### src/rtl/regfile_access_arbiter_pkg.sv
//------------------------------------------------------------------------------
// Module  : regfile_access_arbiter_pkg
// Purpose : Shared widths, register-file command encodings and the arbiter
//           FSM state type for the register-file access arbiter slice.
// Contents: DATA_WIDTH, ADDR_WIDTH, CMD_WIDTH, RF_CMD_* encodings, arb_state_t
// Revision: 1.0 - initial release
//------------------------------------------------------------------------------
`default_nettype none

package regfile_access_arbiter_pkg;

    localparam int DATA_WIDTH = 8;
    localparam int ADDR_WIDTH = 5;
    localparam int CMD_WIDTH  = 3;

    // Register-file write command encodings.
    localparam logic [CMD_WIDTH-1:0] RF_CMD_NONE         = 3'b000;
    localparam logic [CMD_WIDTH-1:0] RF_CMD_STATUS       = 3'b001;
    localparam logic [CMD_WIDTH-1:0] RF_CMD_WRITE        = 3'b010;
    localparam logic [CMD_WIDTH-1:0] RF_CMD_WRITE_STATUS = 3'b011;
    localparam logic [CMD_WIDTH-1:0] RF_CMD_FSR          = 3'b100;

    // Arbiter FSM states.
    typedef enum logic [1:0] {
        ST_IDLE   = 2'd0,
        ST_WAIT   = 2'd1,
        ST_ACCESS = 2'd2,
        ST_RESP   = 2'd3
    } arb_state_t;

endpackage

`default_nettype wire

### src/rtl/regfile_access_arbiter_if.sv
//------------------------------------------------------------------------------
// Module  : regfile_access_arbiter_if
// Purpose : Bundles the CPU execute-stage, debug-port and register-file
//           signals seen by the register-file access arbiter.
// Modports: slave  - the arbiter (consumes cpu_*/dbg_*/rf_rdata, drives the
//                    stall, debug response and rf_* command bus)
//           master - the surrounding CPU / debugger / register file
// Revision: 1.0 - initial release
//------------------------------------------------------------------------------
`default_nettype none

interface regfile_access_arbiter_if;
    import regfile_access_arbiter_pkg::*;

    // CPU execute stage
    logic [CMD_WIDTH-1:0]  cpu_cmd;
    logic [ADDR_WIDTH-1:0] cpu_addr;
    logic [DATA_WIDTH-1:0] cpu_wdata;
    logic [DATA_WIDTH-1:0] cpu_status;
    logic                  cpu_idle;
    logic                  cpu_stall;

    // Debug port
    logic                  dbg_req;
    logic                  dbg_we;
    logic [ADDR_WIDTH-1:0] dbg_addr;
    logic [DATA_WIDTH-1:0] dbg_wdata;
    logic                  dbg_ack;
    logic [DATA_WIDTH-1:0] dbg_rdata;

    // Register file
    logic [CMD_WIDTH-1:0]  rf_cmd;
    logic [ADDR_WIDTH-1:0] rf_addr;
    logic [DATA_WIDTH-1:0] rf_wdata;
    logic [DATA_WIDTH-1:0] rf_status;
    logic [DATA_WIDTH-1:0] rf_rdata;

    modport slave (
        input  cpu_cmd, cpu_addr, cpu_wdata, cpu_status, cpu_idle,
        output cpu_stall,
        input  dbg_req, dbg_we, dbg_addr, dbg_wdata,
        output dbg_ack, dbg_rdata,
        output rf_cmd, rf_addr, rf_wdata, rf_status,
        input  rf_rdata
    );

    modport master (
        output cpu_cmd, cpu_addr, cpu_wdata, cpu_status, cpu_idle,
        input  cpu_stall,
        output dbg_req, dbg_we, dbg_addr, dbg_wdata,
        input  dbg_ack, dbg_rdata,
        input  rf_cmd, rf_addr, rf_wdata, rf_status,
        output rf_rdata
    );

endinterface

`default_nettype wire

### src/rtl/regfile_access_arbiter_arb_starve_cnt.sv
//------------------------------------------------------------------------------
// Module  : arb_starve_cnt
// Purpose : Starvation counter for a pending debug request. Cleared when a
//           request enters the wait state, incremented for every cycle the
//           request keeps waiting, flags the cycle it reaches LIMIT-1.
// Ports   : clk, rst (async, active-low)
//           i_clr  - clear to zero (priority over increment)
//           i_inc  - increment by one (saturates at all-ones)
//           o_term - counter equals LIMIT-1
// Revision: 1.0 - initial release
//------------------------------------------------------------------------------
`default_nettype none

module arb_starve_cnt #(
    parameter int CNT_W = 4,
    parameter int LIMIT = 15
) (
    input  logic clk,
    input  logic rst,
    input  logic i_clr,
    input  logic i_inc,
    output logic o_term
);

    localparam logic [CNT_W-1:0] c_TERM = CNT_W'(LIMIT - 1);

    logic [CNT_W-1:0] r_cnt;

    always_ff @(posedge clk or negedge rst) begin
        if (!rst) begin
            r_cnt <= '0;
        end else if (i_clr) begin
            r_cnt <= '0;
        end else if (i_inc && (r_cnt != '1)) begin
            r_cnt <= r_cnt + 1'b1;
        end
    end

    assign o_term = (r_cnt == c_TERM);

endmodule

`default_nettype wire

### src/rtl/regfile_access_arbiter.sv
//------------------------------------------------------------------------------
// Module  : regfile_access_arbiter
// Purpose : Shares the single register-file access port between the CPU
//           execute stage and a debug port. The CPU owns the port; a debug
//           read/write is slotted into a cycle where the CPU is idle.
// Ports   : clk  - clock
//           rst  - reset, asynchronous, active-low
//           bus  - regfile_access_arbiter_if.slave (cpu_*, dbg_*, rf_*)
// Params  : STARVE_LIMIT - wait cycles before a CPU stall is forced
//           CNT_W        - starvation counter width
// Config  : DBG_STARVE_GUARD_EN - when defined, builds the starvation counter
//           and the registered cpu_stall; otherwise cpu_stall is tied low and
//           a debug request waits for a CPU idle cycle indefinitely.
// Revision: 1.0 - initial release
//------------------------------------------------------------------------------
`default_nettype none

module regfile_access_arbiter
    import regfile_access_arbiter_pkg::*;
#(
    parameter int STARVE_LIMIT = 15,
    parameter int CNT_W        = 4
) (
    input  logic                      clk,
    input  logic                      rst,
    regfile_access_arbiter_if.slave   bus
);

    if (CNT_W < $clog2(STARVE_LIMIT + 1)) begin : g_cnt_w_check
        $error("CNT_W is too narrow to hold STARVE_LIMIT");
    end

    arb_state_t            r_state;
    arb_state_t            w_stateNext;
    logic                  w_stallSet;
    logic [DATA_WIDTH-1:0] r_dbgRdata;

    //--------------------------------------------------------------------------
    // Optional starvation guard. w_stallSet is the cycle in which a stall is
    // forced: the debug access is granted at the same edge that raises
    // cpu_stall, so the stall covers exactly the ACCESS cycle.
    //--------------------------------------------------------------------------
`ifdef DBG_STARVE_GUARD_EN
    logic w_cntClr;
    logic w_cntInc;
    logic w_cntTerm;
    logic r_cpuStall;

    assign w_cntClr   = (r_state == ST_IDLE) && bus.dbg_req;
    assign w_cntInc   = (r_state == ST_WAIT) && !bus.cpu_idle && !w_cntTerm;
    assign w_stallSet = (r_state == ST_WAIT) && w_cntTerm && !bus.cpu_idle;

    arb_starve_cnt #(
        .CNT_W (CNT_W),
        .LIMIT (STARVE_LIMIT)
    ) u_starve_cnt (
        .clk    (clk),
        .rst    (rst),
        .i_clr  (w_cntClr),
        .i_inc  (w_cntInc),
        .o_term (w_cntTerm)
    );

    always_ff @(posedge clk or negedge rst) begin
        if (!rst) begin
            r_cpuStall <= 1'b0;
        end else begin
            r_cpuStall <= w_stallSet;
        end
    end

    assign bus.cpu_stall = r_cpuStall;
`else
    assign w_stallSet    = 1'b0;
    assign bus.cpu_stall = 1'b0;
`endif

    //--------------------------------------------------------------------------
    // FSM
    //--------------------------------------------------------------------------
    always_ff @(posedge clk or negedge rst) begin
        if (!rst) begin
            r_state <= ST_IDLE;
        end else begin
            r_state <= w_stateNext;
        end
    end

    always_comb begin
        w_stateNext = r_state;
        unique case (r_state)
            ST_IDLE: begin
                if (bus.dbg_req) begin
                    w_stateNext = ST_WAIT;
                end
            end
            ST_WAIT: begin
                if (bus.cpu_idle || w_stallSet) begin
                    w_stateNext = ST_ACCESS;
                end
            end
            // Once granted the access always completes, even if the
            // requester drops dbg_req early.
            ST_ACCESS: w_stateNext = ST_RESP;
            ST_RESP:   w_stateNext = ST_IDLE;
            default:   w_stateNext = ST_IDLE;
        endcase
    end

    //--------------------------------------------------------------------------
    // Register-file port mux: CPU passes straight through except in ACCESS.
    // Reset forces IDLE asynchronously, so an in-flight debug write is
    // dropped before it can commit.
    //--------------------------------------------------------------------------
    always_comb begin
        bus.rf_cmd    = bus.cpu_cmd;
        bus.rf_addr   = bus.cpu_addr;
        bus.rf_wdata  = bus.cpu_wdata;
        bus.rf_status = bus.cpu_status;
        if (r_state == ST_ACCESS) begin
            bus.rf_cmd   = bus.dbg_we ? RF_CMD_WRITE : RF_CMD_NONE;
            bus.rf_addr  = bus.dbg_addr;
            bus.rf_wdata = bus.dbg_wdata;
        end
    end

    //--------------------------------------------------------------------------
    // Debug response
    //--------------------------------------------------------------------------
    always_ff @(posedge clk or negedge rst) begin
        if (!rst) begin
            r_dbgRdata <= '0;
        end else if ((r_state == ST_ACCESS) && !bus.dbg_we) begin
            r_dbgRdata <= bus.rf_rdata;
        end
    end

    assign bus.dbg_rdata = r_dbgRdata;
    assign bus.dbg_ack   = (r_state == ST_RESP);

endmodule

`default_nettype wire

### src/flat_wrapper.sv
// flat-port wrapper written by rule: the top's interface ports become plain ports
module regfile_access_arbiter_flat import regfile_access_arbiter_pkg::*;
#(
    parameter int STARVE_LIMIT = 15,
    parameter int CNT_W        = 4
)
  (clk, rst, bus_cpu_cmd, bus_cpu_addr, bus_cpu_wdata, bus_cpu_status, bus_cpu_idle, bus_cpu_stall, bus_dbg_req, bus_dbg_we, bus_dbg_addr, bus_dbg_wdata, bus_dbg_ack, bus_dbg_rdata, bus_rf_cmd, bus_rf_addr, bus_rf_wdata, bus_rf_status, bus_rf_rdata);
  regfile_access_arbiter_if bus_i ();
  input  logic clk;
  input  logic rst;
  input wire logic [$bits(bus_i.cpu_cmd)-1:0] bus_cpu_cmd;
  input wire logic [$bits(bus_i.cpu_addr)-1:0] bus_cpu_addr;
  input wire logic [$bits(bus_i.cpu_wdata)-1:0] bus_cpu_wdata;
  input wire logic [$bits(bus_i.cpu_status)-1:0] bus_cpu_status;
  input wire logic [$bits(bus_i.cpu_idle)-1:0] bus_cpu_idle;
  output wire logic [$bits(bus_i.cpu_stall)-1:0] bus_cpu_stall;
  input wire logic [$bits(bus_i.dbg_req)-1:0] bus_dbg_req;
  input wire logic [$bits(bus_i.dbg_we)-1:0] bus_dbg_we;
  input wire logic [$bits(bus_i.dbg_addr)-1:0] bus_dbg_addr;
  input wire logic [$bits(bus_i.dbg_wdata)-1:0] bus_dbg_wdata;
  output wire logic [$bits(bus_i.dbg_ack)-1:0] bus_dbg_ack;
  output wire logic [$bits(bus_i.dbg_rdata)-1:0] bus_dbg_rdata;
  output wire logic [$bits(bus_i.rf_cmd)-1:0] bus_rf_cmd;
  output wire logic [$bits(bus_i.rf_addr)-1:0] bus_rf_addr;
  output wire logic [$bits(bus_i.rf_wdata)-1:0] bus_rf_wdata;
  output wire logic [$bits(bus_i.rf_status)-1:0] bus_rf_status;
  input wire logic [$bits(bus_i.rf_rdata)-1:0] bus_rf_rdata;
  assign bus_i.cpu_cmd = bus_cpu_cmd;
  assign bus_i.cpu_addr = bus_cpu_addr;
  assign bus_i.cpu_wdata = bus_cpu_wdata;
  assign bus_i.cpu_status = bus_cpu_status;
  assign bus_i.cpu_idle = bus_cpu_idle;
  assign bus_cpu_stall = bus_i.cpu_stall;
  assign bus_i.dbg_req = bus_dbg_req;
  assign bus_i.dbg_we = bus_dbg_we;
  assign bus_i.dbg_addr = bus_dbg_addr;
  assign bus_i.dbg_wdata = bus_dbg_wdata;
  assign bus_dbg_ack = bus_i.dbg_ack;
  assign bus_dbg_rdata = bus_i.dbg_rdata;
  assign bus_rf_cmd = bus_i.rf_cmd;
  assign bus_rf_addr = bus_i.rf_addr;
  assign bus_rf_wdata = bus_i.rf_wdata;
  assign bus_rf_status = bus_i.rf_status;
  assign bus_i.rf_rdata = bus_rf_rdata;
  regfile_access_arbiter #(.STARVE_LIMIT(STARVE_LIMIT), .CNT_W(CNT_W)) u_core (.clk(clk), .rst(rst), .bus(bus_i));
endmodule
### config.mk
export PLATFORM = sky130hd
export DESIGN_NAME = regfile_access_arbiter_flat
export DESIGN_NICKNAME = d
export VERILOG_FILES = /design/src/rtl/regfile_access_arbiter_pkg.sv /design/src/rtl/regfile_access_arbiter_if.sv /design/src/rtl/regfile_access_arbiter_arb_starve_cnt.sv /design/src/rtl/regfile_access_arbiter.sv /design/src/flat_wrapper.sv
export SDC_FILE = /design/constraint.sdc
export NUM_CORES = 1
export LEC_CHECK = 0
export CAP_MARGIN = 20
export CORE_MARGIN = 2
export CORE_UTILIZATION = 30
export DETAILED_ROUTE_END_ITERATION = 7
export PLACE_DENSITY = 0.88
export SLEW_MARGIN = 0
export SYNTH_ARGS = -nofsm -noshare
export SYNTH_HDL_FRONTEND = slang
export SYNTH_HIERARCHICAL = 1
export SYNTH_SLANG_ARGS = --single-unit
### constraint.sdc
create_clock -name clk -period 3.6 [get_ports clk]
set_input_delay 0.9 -clock clk [delete_from_list [all_inputs] [get_ports clk]]
set_output_delay 0.9 -clock clk [all_outputs]
set_load 0.005 [all_outputs]
==> results of run 1 <==
## cell families after synthesis
| group | after synthesis | share of synthesized area [%] |
|---|---|---|
| mux | 24 | 39.1 |
| buf+inv | 16 | 14.7 |
| flops | 10 | 32.7 |
| fa+ha+maj | 5 | 8.18 |
| simple gates | 4 | 3.93 |
| compound gates | 1 | 0.819 |
| other cells | 1 | 0.491 |
## state kept, by name, summed over array words and instances (netlist names)
name	cells
u_core/bus.dbg_rdata	8
u_core/r_state	2
## report_power, final
group	switching, uW	leakage, uW	internal, uW	total, uW
Combinational	174	0.000445	395	568
Clock	39.7	0.0000210	61.4	101
Sequential	40.2	0.000118	172	212
Total	253	0.000584	628	882
## worst max-delay path: cells and delay by family (launching register included)
family     cells  cell delay (ns)
fa+ha+maj      1             0.66
buf+inv        2             0.59
flops          1             0.40
mux            1             0.42
## cell usage in the layout (no fill, tap or decap), drive strengths merged
cell           Yosys  layout
mux2              23      23
nor2               1       1
inv                4       4
ha                 5       5
nor2b              3       3
dfrtp             10      10
clkbuf             0       4
clkdlybuf4s50      0      66
conb               1       1
o22ai              1       1
mux2i              1       1
## per-layer routing
| layer | up-vias | share of wire [%] | global-route usage (%) |
|---|---|---|---|
| met4 | 0 | 0.69 | 7.08 |
| met1 | 297 | 31 | 12.6 |
| met3 | 2 | 13 | 3.01 |
| li1 | 308 | - | - |
| met2 | 52 | 55 | 29.1 |
| met5 | - | 0 | 0 |
## metrics by stage
step / instances / setup WS (ns)
6_report: 149 / 0.369
5_1_grt: 149 / 0.208
4_1_cts: 149 / 0.322
3_5_place_dp: 145 / 0.621
3_3_place_gp: 145 / 0.632
2_1_floorplan: 61 / 1.43
## final timing paths
check	start	to	slack, ns	cells past startpoint
worst max-delay path	u_core/r_state[0]$_DFFE_PN0P_	bus_rf_wdata[2]	0.37	4
worst min-delay path	u_core/bus.dbg_rdata[4]$_DFFE_PN0P_	u_core/bus.dbg_rdata[4]$_DFFE_PN0P_	0.52	1
worst max register to register	u_core/r_state[0]$_DFFE_PN0P_	u_core/bus.dbg_rdata[1]$_DFFE_PN0P_	1.49	4
worst min register to register	u_core/bus.dbg_rdata[4]$_DFFE_PN0P_	u_core/bus.dbg_rdata[4]$_DFFE_PN0P_	0.52	1
max in group asynchronous	rst	u_core/r_state[1]$_DFFE_PN0P_	2.35	1
min in group asynchronous	rst	u_core/bus.dbg_rdata[1]$_DFFE_PN0P_	0.94	1
## final cells by class
type | instances | area (um2) | share of cell area, %
Tap cell | 30 | 37.5 | 2.68
Multi-Input combinational cell | 35 | 402 | 28.7
Clock buffer | 4 | 36.3 | 2.59
Inverter | 4 | 15.0 | 1.07
Sequential cell | 10 | 250 | 17.9
Timing Repair Buffer | 66 | 661 | 47.1
==> key figures, run 1 <==
Floorplanning
  • Core Region: 2450 um2
  • Die span in y: 54.5 um
  • Die area: 2970 um2
  • Boundary pin count: 84
  • Initial core utilization: between 30 and 40%
  • Row count: 18
  • Die W: 54.5 um

Clocking
  • TritonCTS Buffers: 3
  • Clock transition at the registers of the reported paths: 0.07 ns
  • Deepest clock path buffer count: 2
  • Setup bufs post-CTS: 0
  • Total number of H-tree levels: 1
  • CTS Sinks: 10
  • Clk_lat worst skew: 0.26 ns
  • CTS Root Buffer Type: clkbuf_4
  • CTS tree: yes
  • Post-cts hold buffer count: 0
  • Cts repair resizes: 0

Setup path
  • Critical path type: reg -> out
  • Crit path largest cell delay: 0.66 ns
  • CP Capture Type: output port
  • CP Max Fanout: 18
  • Required time worst endpoint: 2.70 ns
  • CP max-delay cell: ha_1
  • Worst setup SP type: flop
  • Crit-path cells: inv_1 -> ha_1 -> mux2_2 -> clkdlybuf4s50_1
  • CP arrival: 2.33 ns

Placement
  • Placed instance area: 1370 um2
  • Dpl hpwl: 1730 um
  • Port bufs: 66
  • RePlAce Congestion: 0.665

GRT
  • Gr ovfl total: 0
  • GRT Total Usage: ~14%
  • Initial antenna violation count: 0
  • Vias in the first global route: 710
  • Largest net degree at the start of global routing: 19
  • Global-route wire length before repair: 2910 um

Timing
  • Achievable Freq: roughly 310 MHz
  • Worst Clk Skew: 0.00304 ns
  • Slew Limit Fails: 0
  • Final setup viols: 0
  • Worst Max-Slew Pin Slew: approximately 0.74 ns
  • RSZ-0062 raised after global routing: no
  • Final hold violation count: 0
  • Tmin final: 3.23 ns
  • Final hold slack: slightly above 0.5 ns
  • Setup TNS: 0 ns
  • Relative slew margins: 50.6%
  • Tcrit/Tclk final: 89.7%

Layout
  • Diodes inserted: 0
  • Fillers: 215
  • Layout cells sized above 1: 23.5%
  • Area grow syn2layout: 83.3%
  • Cell area after layout: 1400 um2
  • Nets: ~180
  • Util after Layout: between 50% and 60%

Power
  • Pwr dens: 629 nW/um2
  • Maximum vdd drop: 0.000394 V
  • Leak: between 0.0005 and 0.0006 uW
  • Design Power: approximately 880 uW

Yosys
  • Ys async rst share: 100%
  • Post-synthesis sequential area ratio: 32.7%
  • Avg Cell Area, Syn: 12.5 um2
  • Dominant cells by area after synthesis: dfrtp_1 (33%), mux2_2 (22%), mux2_4 (16%)
  • Syn nets: 116
  • Share of the synthesized area in the top cell type: 32.7%
  • Most numerous cell in the Yosys netlist: mux2_2
  • Count of flip-flops with a built-in enable after synthesis: 0
  • Post-Syn Area: 764 um2
  • Most frequent cells after synthesis: mux2_2 (15), buf_4 (10), dfrtp_1 (10)
  • Post-Synthesis Cells: 61
  • #FFs+latches synth: 10
  • Synth area leader: dfrtp_1
  • Synth Flop Type: dfrtp_1
  • YS warnings: 6
  • Yosys cell types: 13

Routing
  • Routed vias/inst: about 4.4
  • Initial DRC Count: 0
  • Remaining antenna violation count: 0
  • Pre-antenna DRT Iters: 1
  • Number of remaining DRC errors: 0
  • Final wirelength: 2040 um
  • Routed WL per cell: between 10 and 15 um
  • Vias after detailed routing: 659

Flow run
  • Max_cap viols: 0

Status
  • Status: finished clean

Min path
  • Min-Delay Path Class: reg -> reg
No activity file was read; power rests on OpenSTA's default activity.
==> run 2: changes to the inputs <==
--- a/config.mk
+++ b/config.mk
@@ -8,6 +8,7 @@
 export CAP_MARGIN = 20
 export CORE_MARGIN = 2
 export CORE_UTILIZATION = 30
+export CTS_CLUSTER_SIZE = 25
 export DETAILED_ROUTE_END_ITERATION = 7
 export PLACE_DENSITY = 0.88
 export SLEW_MARGIN = 0
==> results of run 2 <==
Same layout as run 1: the final DEF is identical, and so are final timing and power.
==> run 3: changes to the inputs <==
--- a/config.mk
+++ b/config.mk
@@ -5,7 +5,7 @@
 export SDC_FILE = /design/constraint.sdc
 export NUM_CORES = 1
 export LEC_CHECK = 0
-export CAP_MARGIN = 20
+export CAP_MARGIN = 40
 export CORE_MARGIN = 2
 export CORE_UTILIZATION = 30
 export CTS_CLUSTER_SIZE = 25
==> results of run 3 <==
Same layout as run 1: the final DEF is identical, and so are final timing and power.
